**src/rtl/rmii_tx_framer.sv**
```systemverilog
// RMII 100 Mb/s transmit framer: turns a byte stream into TXD dibits with preamble,
// SFD, zero padding, CRC-32 FCS and inter-packet gap.
//
// state    | meaning
// IDLE     | line quiet, waiting for tx_valid
// PREAMBLE | sending 0x55 bytes
// SFD      | sending 0xD5, first byte requested on its last dibit
// DATA     | sending payload bytes from tx_data
// PAD      | sending 0x00 bytes up to the minimum frame length
// FCS      | sending ~CRC, low byte first
// IPG      | TXEN low for the inter-packet gap
module rmii_tx_framer #(
   parameter int PREAMBLE_BYTES  = 7,
   parameter int MIN_FRAME_BYTES = 60,
   parameter int IPG_BYTES       = 12
) (
   input  logic       eth_clk,
   input  logic       rst,
   input  logic [7:0] tx_data,
   input  logic       tx_valid,
   input  logic       tx_last,
   output logic       tx_ready,
   output logic [1:0] ETH_TXD,
   output logic       ETH_TXEN,
   output logic       busy,
   output logic       frame_done,
   output logic       underrun
);

   localparam int IPG_CYC = IPG_BYTES * 4;
   localparam int IPG_W   = (IPG_CYC > 1) ? $clog2(IPG_CYC) : 1;
   localparam logic [IPG_W-1:0] IPG_LAST = IPG_W'(IPG_CYC - 1);
   localparam logic [7:0]       PRE_LAST = 8'(PREAMBLE_BYTES - 1);
   localparam logic [10:0]      MIN_CNT  = 11'(MIN_FRAME_BYTES);

   typedef enum logic [2:0] {IDLE, PREAMBLE, SFD, DATA, PAD, FCS, IPG} state_t;

   state_t           state;
   logic [1:0]       dibit_cnt;
   logic [5:0]       sh;
   logic             cur_last;
   logic [31:0]      crc;
   logic [10:0]      byte_cnt;
   logic [7:0]       idx_cnt;
   logic [IPG_W-1:0] ipg_cnt;

   logic [31:0] crc_inv, crc_dat, crc_pad;
   logic [7:0]  fcs_nxt;
   logic [10:0] byte_cnt_inc;
   logic        want_byte, pad_or_fcs;

   function automatic logic [31:0] crc_byte(input logic [31:0] c, input logic [7:0] d);
      logic [31:0] r;
      r = c;
      for (int i = 0; i < 8; i++)
         r = (r[0] ^ d[i]) ? ((r >> 1) ^ 32'hEDB88320) : (r >> 1);
      return r;
   endfunction

   always_comb begin
      crc_inv      = ~crc;
      crc_dat      = crc_byte(crc, tx_data);
      crc_pad      = crc_byte(crc, 8'h00);
      byte_cnt_inc = (byte_cnt == 11'h7FF) ? byte_cnt : byte_cnt + 11'd1;
      want_byte    = (state == SFD) || (state == DATA && !cur_last);
      pad_or_fcs   = (state == DATA && cur_last) || (state == PAD);
      case (idx_cnt[1:0])
         2'd0:    fcs_nxt = crc_inv[15:8];
         2'd1:    fcs_nxt = crc_inv[23:16];
         2'd2:    fcs_nxt = crc_inv[31:24];
         default: fcs_nxt = crc_inv[7:0];
      endcase
   end

   // state/dibit_cnt/sh always describe the dibit currently on the wire
   always_ff @(posedge eth_clk) begin
      if (rst) begin
         state      <= IDLE;
         dibit_cnt  <= 2'd0;
         sh         <= 6'd0;
         cur_last   <= 1'b0;
         crc        <= 32'hFFFFFFFF;
         byte_cnt   <= 11'd0;
         idx_cnt    <= 8'd0;
         ipg_cnt    <= '0;
         tx_ready   <= 1'b0;
         ETH_TXD    <= 2'b00;
         ETH_TXEN   <= 1'b0;
         busy       <= 1'b0;
         frame_done <= 1'b0;
         underrun   <= 1'b0;
      end else begin
         tx_ready   <= 1'b0;
         frame_done <= 1'b0;
         underrun   <= 1'b0;
         case (state)
            IDLE: begin
               if (tx_valid) begin
                  state     <= PREAMBLE;
                  busy      <= 1'b1;
                  ETH_TXEN  <= 1'b1;
                  ETH_TXD   <= 2'b01;
                  sh        <= 6'b010101;
                  dibit_cnt <= 2'd0;
                  idx_cnt   <= 8'd0;
               end
            end
            IPG: begin
               if (ipg_cnt == '0) begin
                  state    <= IDLE;
                  busy     <= 1'b0;
                  crc      <= 32'hFFFFFFFF;
                  byte_cnt <= 11'd0;
               end else begin
                  ipg_cnt <= ipg_cnt - 1'b1;
               end
            end
            default: begin
               if (dibit_cnt != 2'd3) begin
                  dibit_cnt <= dibit_cnt + 2'd1;
                  ETH_TXD   <= sh[1:0];
                  sh        <= {2'b00, sh[5:2]};
                  if (dibit_cnt == 2'd2 && want_byte)
                     tx_ready <= 1'b1;
                  if (dibit_cnt == 2'd2 && state == FCS && idx_cnt == 8'd3)
                     frame_done <= 1'b1;
               end else begin
                  dibit_cnt <= 2'd0;
                  if (state == PREAMBLE) begin
                     ETH_TXD <= 2'b01;
                     if (idx_cnt == PRE_LAST) begin
                        state <= SFD;
                        sh    <= 6'b110101;
                     end else begin
                        idx_cnt <= idx_cnt + 8'd1;
                        sh      <= 6'b010101;
                     end
                  end else if (want_byte) begin
                     if (tx_valid) begin
                        state    <= DATA;
                        ETH_TXD  <= tx_data[1:0];
                        sh       <= tx_data[7:2];
                        cur_last <= tx_last;
                        crc      <= crc_dat;
                        byte_cnt <= byte_cnt_inc;
                     end else begin
                        state    <= IPG;
                        ETH_TXEN <= 1'b0;
                        ETH_TXD  <= 2'b00;
                        underrun <= 1'b1;
                        ipg_cnt  <= IPG_LAST;
                     end
                  end else if (pad_or_fcs) begin
                     if (byte_cnt < MIN_CNT) begin
                        state    <= PAD;
                        ETH_TXD  <= 2'b00;
                        sh       <= 6'd0;
                        crc      <= crc_pad;
                        byte_cnt <= byte_cnt_inc;
                     end else begin
                        state   <= FCS;
                        idx_cnt <= 8'd0;
                        ETH_TXD <= crc_inv[1:0];
                        sh      <= crc_inv[7:2];
                     end
                  end else begin
                     if (idx_cnt == 8'd3) begin
                        state    <= IPG;
                        ETH_TXEN <= 1'b0;
                        ETH_TXD  <= 2'b00;
                        ipg_cnt  <= IPG_LAST;
                     end else begin
                        idx_cnt <= idx_cnt + 8'd1;
                        ETH_TXD <= fcs_nxt[1:0];
                        sh      <= fcs_nxt[7:2];
                     end
                  end
               end
            end
         endcase
      end
   end

endmodule
```
**config.mk**
```make
export PLATFORM = sky130hd
export DESIGN_NAME = rmii_tx_framer
export DESIGN_NICKNAME = d
export VERILOG_FILES = /design/src/rtl/rmii_tx_framer.sv
export SDC_FILE = /design/constraint.sdc
export NUM_CORES = 1
export LEC_CHECK = 0
export CAP_MARGIN = 20
export CORE_ASPECT_RATIO = 1.5
export CORE_MARGIN = 2
export CORE_UTILIZATION = 50
export CTS_CLUSTER_DIAMETER = 50
export DETAILED_ROUTE_END_ITERATION = 7
export DONT_BUFFER_PORTS = 1
export PLACE_DENSITY = 0.68
export SETUP_SLACK_MARGIN = 0.5
export SYNTH_ARGS = -nofsm -noshare
export SYNTH_HDL_FRONTEND = slang
export SYNTH_SLANG_ARGS = --single-unit
```
**constraint.sdc**
```tcl
create_clock -name eth_clk -period 3.38 [get_ports eth_clk]
set_input_delay 0.676 -clock eth_clk [delete_from_list [all_inputs] [get_ports eth_clk]]
set_output_delay 0.676 -clock eth_clk [all_outputs]
set_load 0.01 [all_outputs]
```
==> results.sh, run 1 <==
export IMPL_critPathCaptureType="flop"
export IMPL_place_gp_congestion=0.920
export IMPL_cp_slowest_cell="or3b_1"
export IMPL_tns_ps=0
export IMPL_grt_max_degree=65
export IMPL_final_layout_size_suffix_gt1_share_pct=8.84
export IMPL_seqPwrFrac_pct=33.2
export IMPL_synth_top_cell_by_area="dfxtp_1"
export IMPL_async_reset_ff_share_pct=0
export IMPL_antenna_found_initial=0
export IMPL_synth_top_cell_area_share_pct=28.5
export IMPL_hold_worst_slack_ps=406
export IMPL_dpl_cell_count=784
export IMPL_leakagePower_nw=2.05
export IMPL_pin_count=19
export IMPL_die_h_um=131
export IMPL_path_clk_slew_ps=60
export IMPL_drtAntennaViolNets=0
export IMPL_period_needed_ps=2700
export IMPL_cts_root_buffer="clkbuf_16"
export IMPL_fin_cells=800
export IMPL_finalPower_mw=3.08
export IMPL_netlist_area_sq_um=5340
export IMPL_worstMarginPinSlew_ps=661
export IMPL_synth_edff_count=0
export IMPL_synthDistinctLibCells=67
export IMPL_ctsHoldBuffers=0
export IMPL_vias=4774
export IMPL_design_die_area_sq_um=11500
export IMPL_slew_violations=0
export IMPL_cts_setup_buffers=0
export IMPL_path_max_fanout=19
export IMPL_timing_critical_path_buf_inv=0
export IMPL_worstSkewPairLatency_ps=340
export IMPL_cts_resized=0
export IMPL_core_area_sq_um=10500
export IMPL_first_global_vias=4756
export IMPL_fmax_mhz=370
export IMPL_drc_errors=0
export IMPL_fillers=997
export IMPL_syn_avg_cell_area_sq_um=8.04
export IMPL_relSlewSlack_pct=55.7
export IMPL_clkPwrFrac_pct=36.4
export IMPL_syn_to_final_growth_pct=9.99
export IMPL_swShare_pct=33.6
export IMPL_max_stage_delay_ps=500
export IMPL_p_comb_share_pct=30.4
export IMPL_cts_made_buffers=9
export IMPL_outcome="finished clean"
export IMPL_path_cells="or3b_1 > a2111oi_4 > o211ai_4 > o21a_4 > and4bb_2 > xnor2_1 > nor2_1"
export IMPL_yosysWarnings=0
export IMPL_fp_row_count=46
export IMPL_totalWireLength_mm=15.2
export IMPL_wl_per_cell_um=18.9
export IMPL_groute_usage_overall_pct=27.6
export IMPL_powerDensity_nw_per_um2=525
export IMPL_die_w_um=88.4
export IMPL_antennaDiodeCount=0
export IMPL_worst_hold_path_type="in -> reg"
export IMPL_worstSetupStartpointType="flop"
export IMPL_rsz0062_at_grt="no"
export IMPL_avgViaCountPerCell=5.97
export IMPL_cp_top_family="compound AO/OA/AOI/OAI gates"
export IMPL_synth_nets=685
export IMPL_io_buffer_count=0
export IMPL_arrival_ps=2920
export IMPL_cts_tree="yes"
export IMPL_synth_seq_cells=76
export IMPL_start_util_pct=50.9
export IMPL_crit_type="reg -> reg"
export IMPL_drtIter0Drc=287
export IMPL_synthTopCellsByArea="dfxtp_1, xnor2_1, xor2_1"
export IMPL_firstDrtPassIters=5
export IMPL_syn_inst=664
export IMPL_nNetsFinal=672
export IMPL_irDropWorstVdd_mv=0.281
export IMPL_grt_pass1_wl_mm=24.4
export IMPL_maxCapViolCount=0
export IMPL_grt_overflow=0
export IMPL_clock_sinks=76
export IMPL_period_share_pct=80.0
export IMPL_hpwl_mm=11.1
export IMPL_ys_seq_area_share_pct=28.5
export IMPL_clockBufferDepth=2
export IMPL_cp_required_ps=3600
export IMPL_finalSetupViolations=0
export IMPL_htreeDepth=3
export IMPL_p_int_mw=2.05
export IMPL_p_switching_mw=1.04
export IMPL_synth_ff_type="dfxtp_1"
export IMPL_hold_violations=0
export IMPL_fin_skew_ps=8.82
## placed cells by master, fill, tap and decap left out, types with 20 or more instances in the layout
| cell type | count |
|---|---|
| nor3_1 | 25 |
| nor2_1 | 54 |
| xnor2_1 | 88 |
| o22ai_1 | 20 |
| nand2_1 | 48 |
| a21oi_1 | 47 |
| xor2_1 | 49 |
| o21ai_0 | 35 |
| dfxtp_1 | 75 |
| nand2b_1 | 26 |
| buf_4 | 26 |
## through the flow
stage | area (sq um) | utilization (%) | setup slack, ps
floorplan | 5340 | - | 755
global placement | 5510 | 52.6 | 648
detailed placement | 5510 | 52.6 | 558
CTS | 5860 | 55.9 | 544
global route | 5870 | 56.0 | 505
finish | 5870 | 56.0 | 675
## worst register-to-register path: stages (launching register included)
cell and delay, ps:
dfxtp_1 460, or3b_1 500, a2111oi_4 480, o211ai_4 290
o21a_4 380, and4bb_2 310, xnor2_1 120, nor2_1 60
## layer usage
| layer | track usage [%] | up-vias | share of wire, % | routed length [um] |
|---|---|---|---|---|
| met2 | 48.4 | 172 | 51 | 7700 |
| met5 | 0 | - | 0 | 0 |
| met3 | 4.33 | 64 | 5.4 | 818 |
| li1 | - | 2266 | - | - |
| met1 | 30.5 | 2272 | 37 | 5600 |
| met4 | 17.6 | 0 | 6.8 | 1030 |
## final cells by class
class	count	area (sq um)	area share [%]
Multi-Input combinational cell	522	3560	60.7
Timing Repair Buffer	26	195	3.33
Clock buffer	9	225	3.84
Inverter	16	60.1	1.02
Tap cell	144	180	3.07
Clock inverter	7	124	2.11
Sequential cell	76	1520	25.9
## Yosys cell counts, types with 4 or more instances
master,instances
a211o_1,6
a211oi_1,4
a21oi_1,47
a31oi_1,4
and3_1,4
buf_2,4
clkbuf_1,44
dfxtp_1,76
ha_1,9
inv_1,16
nand2_1,48
nand2b_1,26
nand3_1,19
nand4_1,7
nor2_1,54
nor2b_1,5
nor3_1,25
o21ai_0,35
o22ai_1,20
o311ai_0,5
xnor2_1,88
xor2_1,49
## registers in the layout (all words and copies together) (netlist names)
name / count
tx_ready: 1
ipg_cnt: 6
ETH_TXEN: 1
idx_cnt: 8
dibit_cnt: 2
underrun: 1
byte_cnt: 11
sh: 6
crc: 32
busy: 1
state: 3
frame_done: 1
cur_last: 1
ETH_TXD: 2
## final timing paths
kind            start           to  slack (ps)  depth (start not counted)
max          state[1]  byte_cnt[8]         680                          7
min               rst   ETH_TXD[0]         410                          1
max reg2reg  state[1]  byte_cnt[8]         680                          7
min reg2reg     sh[3]        sh[3]         450                          2
## power groups by stage
stage / registers, mW / logic [mW] / clock network [mW]
after floorplan: 1.00 / 0.718 / 0
after global placement: 1.04 / 0.910 / 0
after detailed placement: 1.04 / 0.922 / 0
after CTS: 1.02 / 0.931 / 1.14
after global routing: 1.03 / 1.03 / 1.18
final: 1.02 / 0.938 / 1.12
## kinds of logic (layout without fill, tap and decap cells)
family	count (synthesis)	after routing	synth area share (%)
simple gates	218	218	21.3
compound gates	150	150	18.0
xor+xnor	142	142	24.6
flops	76	76	28.5
buf+inv	66	58	4.88
fa+ha+maj	9	9	2.11
mux	3	3	0.586
Note: power is estimated with default switching activity, not from simulation.
==> run 2, diff against run 1 <==
Settings changed: PLACE_DENSITY 0.68 to 0.71.
Clock period 3.38 ns to 2.4 ns, I/O delays scaled along.
==> run 2 against run 1 <==
Against the previous run: the run now ends with setup timing left; wire length up 29%; maximum frequency is 11% higher; count of clock-buffer cells in the layout is 3 higher; via count rose by 16%; worst setup slack got worse by 720 ps; die area is the same; register-to-register slack got worse by 720 ps; clock power is 46% higher; final cell count rose by 8.6%; utilization grew 13 points; cell area is 23% higher; power grew 65%; critical path type unchanged.
==> results.sh, run 2 (synthesis results as in run 1) <==
export IMPL_reg_largest_list="crc: 32 flops, byte_cnt: 11 flops, idx_cnt: 8 flops"
export IMPL_violations="setup timing"
export IMPL_irDropWorstVdd_mv=0.564
export IMPL_p_int_mw=3.30
export IMPL_path_clk_slew_ps=60
export IMPL_antenna_found_initial=0
export IMPL_pin_count=19
export IMPL_drc_errors=0
export IMPL_crit_type="reg -> reg"
export IMPL_drtAntennaViolNets=0
export IMPL_largest_reg_flops=32
export IMPL_arrival_ps=2680
export IMPL_final_common_cell="xnor2_1"
export IMPL_layout_common_cells="xnor2_1, buf_4, dfxtp_1"
export IMPL_worstMarginPinSlew_ps=668
export IMPL_fin_cells=869
export IMPL_die_w_um=88.4
export IMPL_hold_violations=0
export IMPL_fillers=769
export IMPL_dpl_worst_slack_ps=86.0
export IMPL_cp_required_ps=2640
export IMPL_p_switching_mw=1.78
export IMPL_drtIter0Drc=717
export IMPL_r2r_setup_slack_ps=-50
export IMPL_worst_hold_path_type="in -> reg"
export IMPL_regToRegEndpoint="idx_cnt[5]"
export IMPL_start_util_pct=50.9
export IMPL_nNetsFinal=741
export IMPL_rr_startpoint="state[1]"
export IMPL_setup_worst_path_start="state[1]"
export IMPL_powerDensity_nw_per_um2=703
export IMPL_cts_made_buffers=9
export IMPL_cts_root_buffer="clkbuf_16"
export IMPL_grt_max_degree=65
export IMPL_tns_ps=-140
export IMPL_clockBufferDepth=2
export IMPL_io_buffer_count=0
export IMPL_syn_to_final_growth_pct=35.4
export IMPL_reg2regPathDepth=10
export IMPL_ctsHoldBuffers=0
export IMPL_seqPwrFrac_pct=28.2
export IMPL_grt_pass1_wl_mm=27.3
export IMPL_fin_skew_ps=7.78
export IMPL_first_global_vias=5421
export IMPL_antennaDiodeCount=0
export IMPL_multiInputGateArea_sq_um=4140
export IMPL_wl_per_cell_um=22.5
export IMPL_hpwl_mm=11.3
export IMPL_swShare_pct=35.0
export IMPL_firstDrtPassIters=5
export IMPL_regMostFlops="crc"
export IMPL_maxCapViolCount=0
export IMPL_period_needed_ps=2450
export IMPL_outcome="finished, violations left"
export IMPL_worstSkewPairLatency_ps=350
export IMPL_clock_sinks=76
export IMPL_avgViaCountPerCell=6.39
export IMPL_cts_tree="yes"
export IMPL_hold_worst_slack_ps=201
export IMPL_die_h_um=131
export IMPL_relSlewSlack_pct=55.2
export IMPL_place_gp_congestion=0.897
export IMPL_hold_depth=1
export IMPL_final_layout_size_suffix_gt1_share_pct=29.5
export IMPL_groute_usage_overall_pct=31.1
export IMPL_fp_row_count=46
export IMPL_finalWorstSetupSlack_ps=-45.6
export IMPL_design_die_area_sq_um=11500
export IMPL_critPathCaptureType="flop"
export IMPL_fmax_mhz=409
export IMPL_seq_area_sq_um=1550
export IMPL_vias=5556
export IMPL_path_max_fanout=15
export IMPL_grt_overflow=0
export IMPL_period_share_pct=102
export IMPL_totalWireLength_mm=19.5
export IMPL_p_comb_share_pct=39.7
export IMPL_leakagePower_nw=2.60
export IMPL_clkPwrFrac_pct=32.2
export IMPL_crit_path_end="idx_cnt[5]"
export IMPL_rsz0062_at_grt="yes"
export IMPL_finalSetupViolations=4
export IMPL_dpl_cell_count=807
export IMPL_core_area_sq_um=10500
export IMPL_worstSetupStartpointType="flop"
export IMPL_htreeDepth=3
export IMPL_slew_violations=0
run 2: area by class of cell:
type                    count  area share, %
well taps                 144           2.49
multi-input cells         522           57.2
repair buffers             95           13.0
inverters                  16          0.883
clock inverters             4           1.32
flip-flops and latches     76           21.5
clock buffers              12           3.55
run 2: metal layers:
layer / track usage (%) / vias up / share of wire [%]
met5: 0 / - / 0
met4: 23.5 / 0 / 9.9
met3: 6.72 / 162 / 8.1
met2: 53.2 / 374 / 50
met1: 32.7 / 2612 / 32
li1: - / 2408 / -
run 2: how the worst min path moves through the flow:
| stage | endpoint | from | slack (ps) |
|---|---|---|---|
| after global placement | sh[3] | sh[3] | 440 |
| after floorplan | sh[1] | sh[1] | 440 |
| after global routing | sh[1] | rst | 180 |
| final | sh[1] | rst | 200 |
| after detailed placement | sh[4] | sh[4] | 440 |
| after CTS | sh[1] | rst | 200 |
run 2: timing repair:
action	CTS	global route
setup endpoints to repair	66	68
resized for setup	80	66
cloned	4	4
hold endpoints to repair	0	0
pin swaps	27	32
setup buffers	19	19
run 2: power by group through the flow:
| stage | clock network, mW | logic (mW) | registers, mW |
|---|---|---|---|
| 6_report | 1.63 | 2.02 | 1.43 |
| 5_1_grt | 1.70 | 2.11 | 1.44 |
| 4_1_cts | 1.63 | 1.65 | 1.42 |
| 3_5_place_dp | 0 | 1.41 | 1.45 |
| 3_3_place_gp | 0 | 1.38 | 1.44 |
| 2_1_floorplan | 0 | 1.06 | 1.42 |
run 2: worst max-delay path, cell delays in order (launching register included):
cell and delay [ps]:
dfxtp_4 360, buf_4 140, buf_6 150, nor3_4 220, o211ai_1 320, a2111oi_4 410, buf_4 220, nand4_1 150
nor2_1 180, xnor2_1 130, nor2_1 50
run 2: per-stage QoR:
| stage | instance area, sq um | total power, mW | utilization, % |
|---|---|---|---|
| after floorplan | 5510 | 2.47 | - |
| after global placement | 5870 | 2.82 | 56.0 |
| after detailed placement | 5870 | 2.86 | 56.0 |
| after CTS | 6750 | 4.70 | 64.4 |
| after global routing | 7220 | 5.25 | 69.0 |
| final | 7220 | 5.08 | 69.0 |
==> run 3, diff against run 2 <==
Settings changed: GPL_TIMING_DRIVEN set to 0.
==> run 3 against run 2 <==
Against the previous run: the flow still finishes with violations (setup timing); cell area up 6.4%; worst setup slack gained 34 ps; clock skew rose by 1.6 ps; power decreased by 3.4%; non-clock buffer count grew 27; largest power group unchanged; global-route usage grew 3.5 points; worst hold slack gained 85 ps; utilization grew 4.4 points; register-to-register slack better by 30 ps; via count increased by 2.4%; clock power is 14% lower; critical path depth rose by 3.
==> results.sh, run 3 (synthesis results as in run 1) <==
export IMPL_rsz0062_at_grt="yes"
export IMPL_largest_reg_flops=32
export IMPL_worstMarginPinSlew_ps=795
export IMPL_outcome="finished, violations left"
export IMPL_reg_largest_list="crc: 32 flops, byte_cnt: 11 flops, idx_cnt: 8 flops"
export IMPL_core_area_sq_um=10500
export IMPL_hold_path_end="cur_last"
export IMPL_final_common_cell="xnor2_1"
export IMPL_firstDrtPassIters=7
export IMPL_r2r_setup_slack_ps=-10
export IMPL_dpl_cell_area_sq_um=5690
export IMPL_irDropWorstVdd_mv=0.633
export IMPL_worstHoldStart="tx_last"
export IMPL_die_w_um=88.4
export IMPL_fp_row_count=46
export IMPL_wl_met2_mm=9.99
export IMPL_place_gp_congestion=0.936
export IMPL_worst_hold_path_type="in -> reg"
export IMPL_relSlewSlack_pct=47.0
export IMPL_path_common_cell="buf_6"
export IMPL_cp_top_family="buffers and inverters"
export IMPL_start_util_pct=50.9
export IMPL_finalPower_mw=4.91
export IMPL_seqPwrFrac_pct=28.8
export IMPL_grt_max_degree=14
export IMPL_crit_type="reg -> reg"
export IMPL_nNetsFinal=769
export IMPL_htreeDepth=3
export IMPL_leakagePower_nw=2.81
export IMPL_period_share_pct=100
export IMPL_groute_usage_overall_pct=34.6
export IMPL_path_clk_slew_ps=60
export IMPL_swShare_pct=38.4
export IMPL_finalWorstSetupSlack_ps=-11.9
export IMPL_period_needed_ps=2410
export IMPL_worstSetupStartpointType="flop"
export IMPL_dpl_worst_slack_ps=-459
export IMPL_final_layout_size_suffix_gt1_share_pct=35.5
export IMPL_hold_violations=0
export IMPL_design_area_sq_um=7690
export IMPL_fin_skew_ps=9.39
export IMPL_vias=5690
export IMPL_maxCapViolCount=0
export IMPL_regMostFlops="crc"
export IMPL_met1Wirelength_mm=7.01
export IMPL_grt_pass1_wl_mm=29.9
export IMPL_critPathCaptureType="flop"
export IMPL_violations="setup timing"
export IMPL_antennaDiodeCount=0
export IMPL_top_layer_used="met4"
export IMPL_cp_slowest_cell="or4_4"
export IMPL_slew_violations=0
export IMPL_route_met3_wl_mm=1.45
export IMPL_layout_common_cells="xnor2_1, dfxtp_1, nor2_1"
export IMPL_p_comb_share_pct=42.6
export IMPL_antenna_found_initial=0
export IMPL_rr_startpoint="state[2]"
export IMPL_wl_per_cell_um=22.8
export IMPL_first_global_vias=5609
export IMPL_hpwl_mm=12.2
export IMPL_clockBufferDepth=2
export IMPL_drtAntennaViolNets=0
export IMPL_avgViaCountPerCell=6.34
export IMPL_path_max_fanout=5
export IMPL_hold_depth=2
export IMPL_cp_required_ps=2640
export IMPL_grt_overflow=0
export IMPL_reg2regPathDepth=13
export IMPL_cts_root_buffer="clkbuf_16"
export IMPL_ctsHoldBuffers=0
export IMPL_p_int_mw=3.02
export IMPL_drtIter0Drc=502
export IMPL_cts_tree="yes"
export IMPL_powerDensity_nw_per_um2=639
export IMPL_totalWireLength_mm=20.5
export IMPL_syn_to_final_growth_pct=44.1
export IMPL_hold_worst_slack_ps=286
export IMPL_p_switching_mw=1.89
export IMPL_clock_sinks=76
export IMPL_fmax_mhz=415
export IMPL_max_stage_delay_ps=480
export IMPL_path_cells="buf_8 > buf_6 > buf_6 > buf_12 > buf_6 > or4_4 > o211ai_1 > a2111oi_4 > buf_4 > nand4_1 > nor2_2 > xnor2_1 > nor2_1"
export IMPL_timing_critical_path_buf_inv=6
export IMPL_finalSetupViolations=1
export IMPL_final_util_pct=73.4
export IMPL_fillers=719
export IMPL_io_buffer_count=0
export IMPL_die_h_um=131
export IMPL_worstSkewPairLatency_ps=350
export IMPL_drc_errors=0
export IMPL_clkPwrFrac_pct=28.5
export IMPL_cts_made_buffers=9
export IMPL_design_die_area_sq_um=11500
export IMPL_arrival_ps=2650
export IMPL_pin_count=19
export IMPL_regToRegEndpoint="idx_cnt[6]"
## run 3: cell count changes in the layout (fill, tap and decap cells not counted), sizes merged
cell	delta
nand2	+1
bufbuf	-2
clkinvlp	+1
clkbuf	+34
inv	+2
bufinv	-2
buf	-7
clkinv	+1
## run 3: metrics by stage
step / cells / setup TNS (ps)
floorplan: 664 / 0
global placement: 808 / -15810
detailed placement: 808 / -17160
CTS: 877 / 0
global route: 897 / -298
finish: 897 / -11.9
## run 3: per-layer routing
layer  GRT usage, %  up-vias
met5              0        -
met2           59.2      356
li1               -     2470
met3           7.16      161
met1           35.9     2703
met4           27.6        0
## run 3: power groups by stage
| stage | Combinational [mW] | Clock, mW | Sequential, mW |
|---|---|---|---|
| CTS | 1.75 | 1.40 | 1.41 |
| finish | 2.09 | 1.40 | 1.42 |
| global placement | 1.37 | 0 | 1.43 |
| global route | 2.18 | 1.46 | 1.42 |
| detailed placement | 1.38 | 0 | 1.43 |
| floorplan | 1.06 | 0 | 1.42 |
## run 3: worst max path at each step
stage | start | to | slack [ps] | cells after the start
finish | state[2] | idx_cnt[6] | -10 | 13
global route | state[2] | idx_cnt[7] | -100 | 11
CTS | state[2] | byte_cnt[7] | 30 | 9
detailed placement | cur_last | crc[6] | -460 | 9
global placement | cur_last | crc[6] | -460 | 9
floorplan | state[0] | byte_cnt[7] | 70 | 8
## run 3: what timing repair did
action,4_1_cts,5_1_grt
setup buffers,47,20
gates cloned,6,0
pin swaps,60,56
gates resized for setup,170,120
endpoints found under the setup margin,75,75
## run 3: cell type report
type,count,area [sq um],area share (%)
Multi-Input combinational cell,523,4480,58.3
Sequential cell,76,1530,19.9
Timing Repair Buffer,72,691,8.98
Buffer,50,453,5.89
Clock buffer,10,229,2.98
Tap cell,144,180,2.34
Clock inverter,6,63.8,0.830
Inverter,16,60.1,0.781
==> variant (flow settings as in run 3) <==
`IPG_BYTES`: 12 -> 24.
--- a/src/rtl/rmii_tx_framer.sv
+++ b/src/rtl/rmii_tx_framer.sv
@@ -12,7 +12,7 @@
 module rmii_tx_framer #(
    parameter int PREAMBLE_BYTES  = 7,
    parameter int MIN_FRAME_BYTES = 60,
-   parameter int IPG_BYTES       = 12
+   parameter int IPG_BYTES       = 24
 ) (
    input  logic       eth_clk,
    input  logic       rst,
Function: no difference found for any inputs over 4 cycles, from zero or initial values and one cycle with rst high; that may be too few to reach the edited logic, so the function may still have changed.
==> variant against run 3 <==
  * Combinational power up 9%
  * Wire length down 9.3%
  * Sequential share of layout area up 2.1 points
  * Area after synthesis down 0.89%
  * Total power up 3.4%
  * Sequential cell count up 1
  * Design area down 8.3%
  * First-iteration DRC count down 17%
  * Setup slack better by 0.016 ns
==> variant: results (changes against run 3) <==
Layout
  – Sequential share of cell area: 0.220 (+0.0210)
  – Non-clk buf share: 0.115 (-0.0337)
  – NumNets Final: 717 (-6.8%)
  – Logic inverters: 15 (-1)
  – #MultiIn Comb: 501 (-4.2%)
  – Number of clock buffers in the layout: 12 (+2)
  – Final cell count without fillers: 845 (-5.8%)
  – Share of layout cells above drive strength 1: 0.282 (-0.0721)
  – Clock-cell share of area: 0.0405 (+0.00240)
  – Non-clock buffers: 92 (-25%)
  – Area of the multi-input gates: 4160 um2 (-7.1%)
  – Fill cells: 778 (+8.2%)
  – Multi-input combinational area share: 0.591 (+0.00798)

Yosys
  – YS warnings: 0 (unchanged)
  – Synth Area in XOR/XNOR: 0.245 (-0.000630)
  – Mapped Cells: 639 (-3.8%)
  – Multiplexer share of the synthesized area: 0.00970 (+0.00384)
  – Most frequent cells after synthesis: xnor2_1, dfxtp_1, nor2_1
  – Post-synthesis compound-gate area fraction: 0.189 (+0.00943)
  – Sequential fraction of the synthesis area: 0.291 (+0.00635)
  – Synth area leaders: dfxtp_1, xnor2_1, xor2_1
  – Synth Area in Adders: 0.0213 (+0.000190)
  – Mapped Nets: 660 (-3.6%)
  – Cell variety after synth: 65 (-3.0%)

Route
  – Initial DRC Count: 417 (-17%)
  – Drt wl/cell: 22.0 um (-3.7%)
  – 1st-pass router iterations: 7 (unchanged)
  – Vias per cell: 6.34 (about the same)

Critical path
  – CP arrival: 2.67 ns (+0.02 ns)
  – Worst R2R End: byte_cnt[8]
  – Worst R2R Setup Slack: 0.004 ns (+0.02 ns)
  – Worst r2r src: byte_cnt[8]
  – Crit Path Max Fanout: 7 (+2)

Placement
  – Inst Count DP: 783 (-3.1%)
  – Area post-placement: 5650 um2 (-0.73%)
  – I/O Buffers: 0 (unchanged)
  – Detail Placement HPWL: 11.8 mm (-3.5%)
  – Pre-CTS setup slack: -0.400 ns (+0.0597 ns)

STA
  – Slew HR: 0.558 (+0.0887)

Pwr
  – Clk pwr share: 0.268 (-0.017)
  – Maximum vdd drop: 0.000540 V (-15%)
  – Combinational share of power: 0.446 (+0.020)
  – LEAKAGE: 2.55 nW (-9.2%)
  – Switching Share: 0.384 (about the same)
  – Total power: 0.00508 W (+3.4%)

GRT
  – GR Util met2: 0.550 (-0.0419)
  – Largest net degree at the start of global routing: 13 (-1)
  – Vias in the first global route: 5330 (-5.0%)
  – Routing usage on met3: 0.0639 (-0.00772)
  – Grt met1 use: 0.342 (-0.0171)

CTS
  – CTS sink cnt: 77 (+1.3%)

Outcome
  – Outcome: completed

Worst hold path
  – WHS Path Cells: 2 (unchanged)
## variant: changes by cell type after synthesis, sizes merged, moves of 4 or more
cell,before,now
clkbuf,44,40
nor3,26,17
a21oi,47,43
nor2,54,50
or3,3,17
nand2b,26,22
o311ai,5,1
xor2,50,35
o21ai,35,27
xnor3,3,9
a2bb2oi,0,11
nand3,19,9
## variant: critical path, delay by kind of cell, from the launching register on
family | cells | cell delay [ns]
buffers and inverters | 1 | 0.17
flip-flops | 1 | 0.33
AO/OA/AOI/OAI | 2 | 0.23
AND/OR/NAND/NOR | 4 | 1.59
## variant: timing repair
action | 4_1_cts | 5_1_grt
gates cloned | 5 | 0
buffers inserted | 27 | 14
pin swaps | 33 | 28
resized for setup | 120 | 70
endpoints found under the hold margin | 0 | 0
setup endpoints to repair | 73 | 67
## variant: how the worst max path moves through the flow
stage            startpoint     endpoint  slack (ns)  cells after the start
2_1_floorplan  byte_cnt[10]  byte_cnt[4]        0.07                      7
3_3_place_gp         crc[7]      crc[20]       -0.36                      7
3_5_place_dp         crc[7]      crc[20]       -0.40                      7
4_1_cts        byte_cnt[10]  byte_cnt[8]        0.04                      7
5_1_grt         byte_cnt[8]  byte_cnt[8]       -0.05                      7
6_report        byte_cnt[8]  byte_cnt[8]       0.004                      7
## variant: metrics by stage
| step | hold WS, ns | util |
|---|---|---|
| 5_1_grt | 0.328 | 0.676 |
| 2_1_floorplan | 0.432 | - |
| 4_1_cts | 0.312 | 0.641 |
| 6_report | 0.311 | 0.676 |
| 3_3_place_gp | 0.440 | 0.542 |
| 3_5_place_dp | 0.450 | 0.542 |
## variant: routing by layer
metal	part of all wire	vias up
met5	0	-
met4	0.079	0
met3	0.071	118
met2	0.51	317
met1	0.34	2554
li1	-	2366
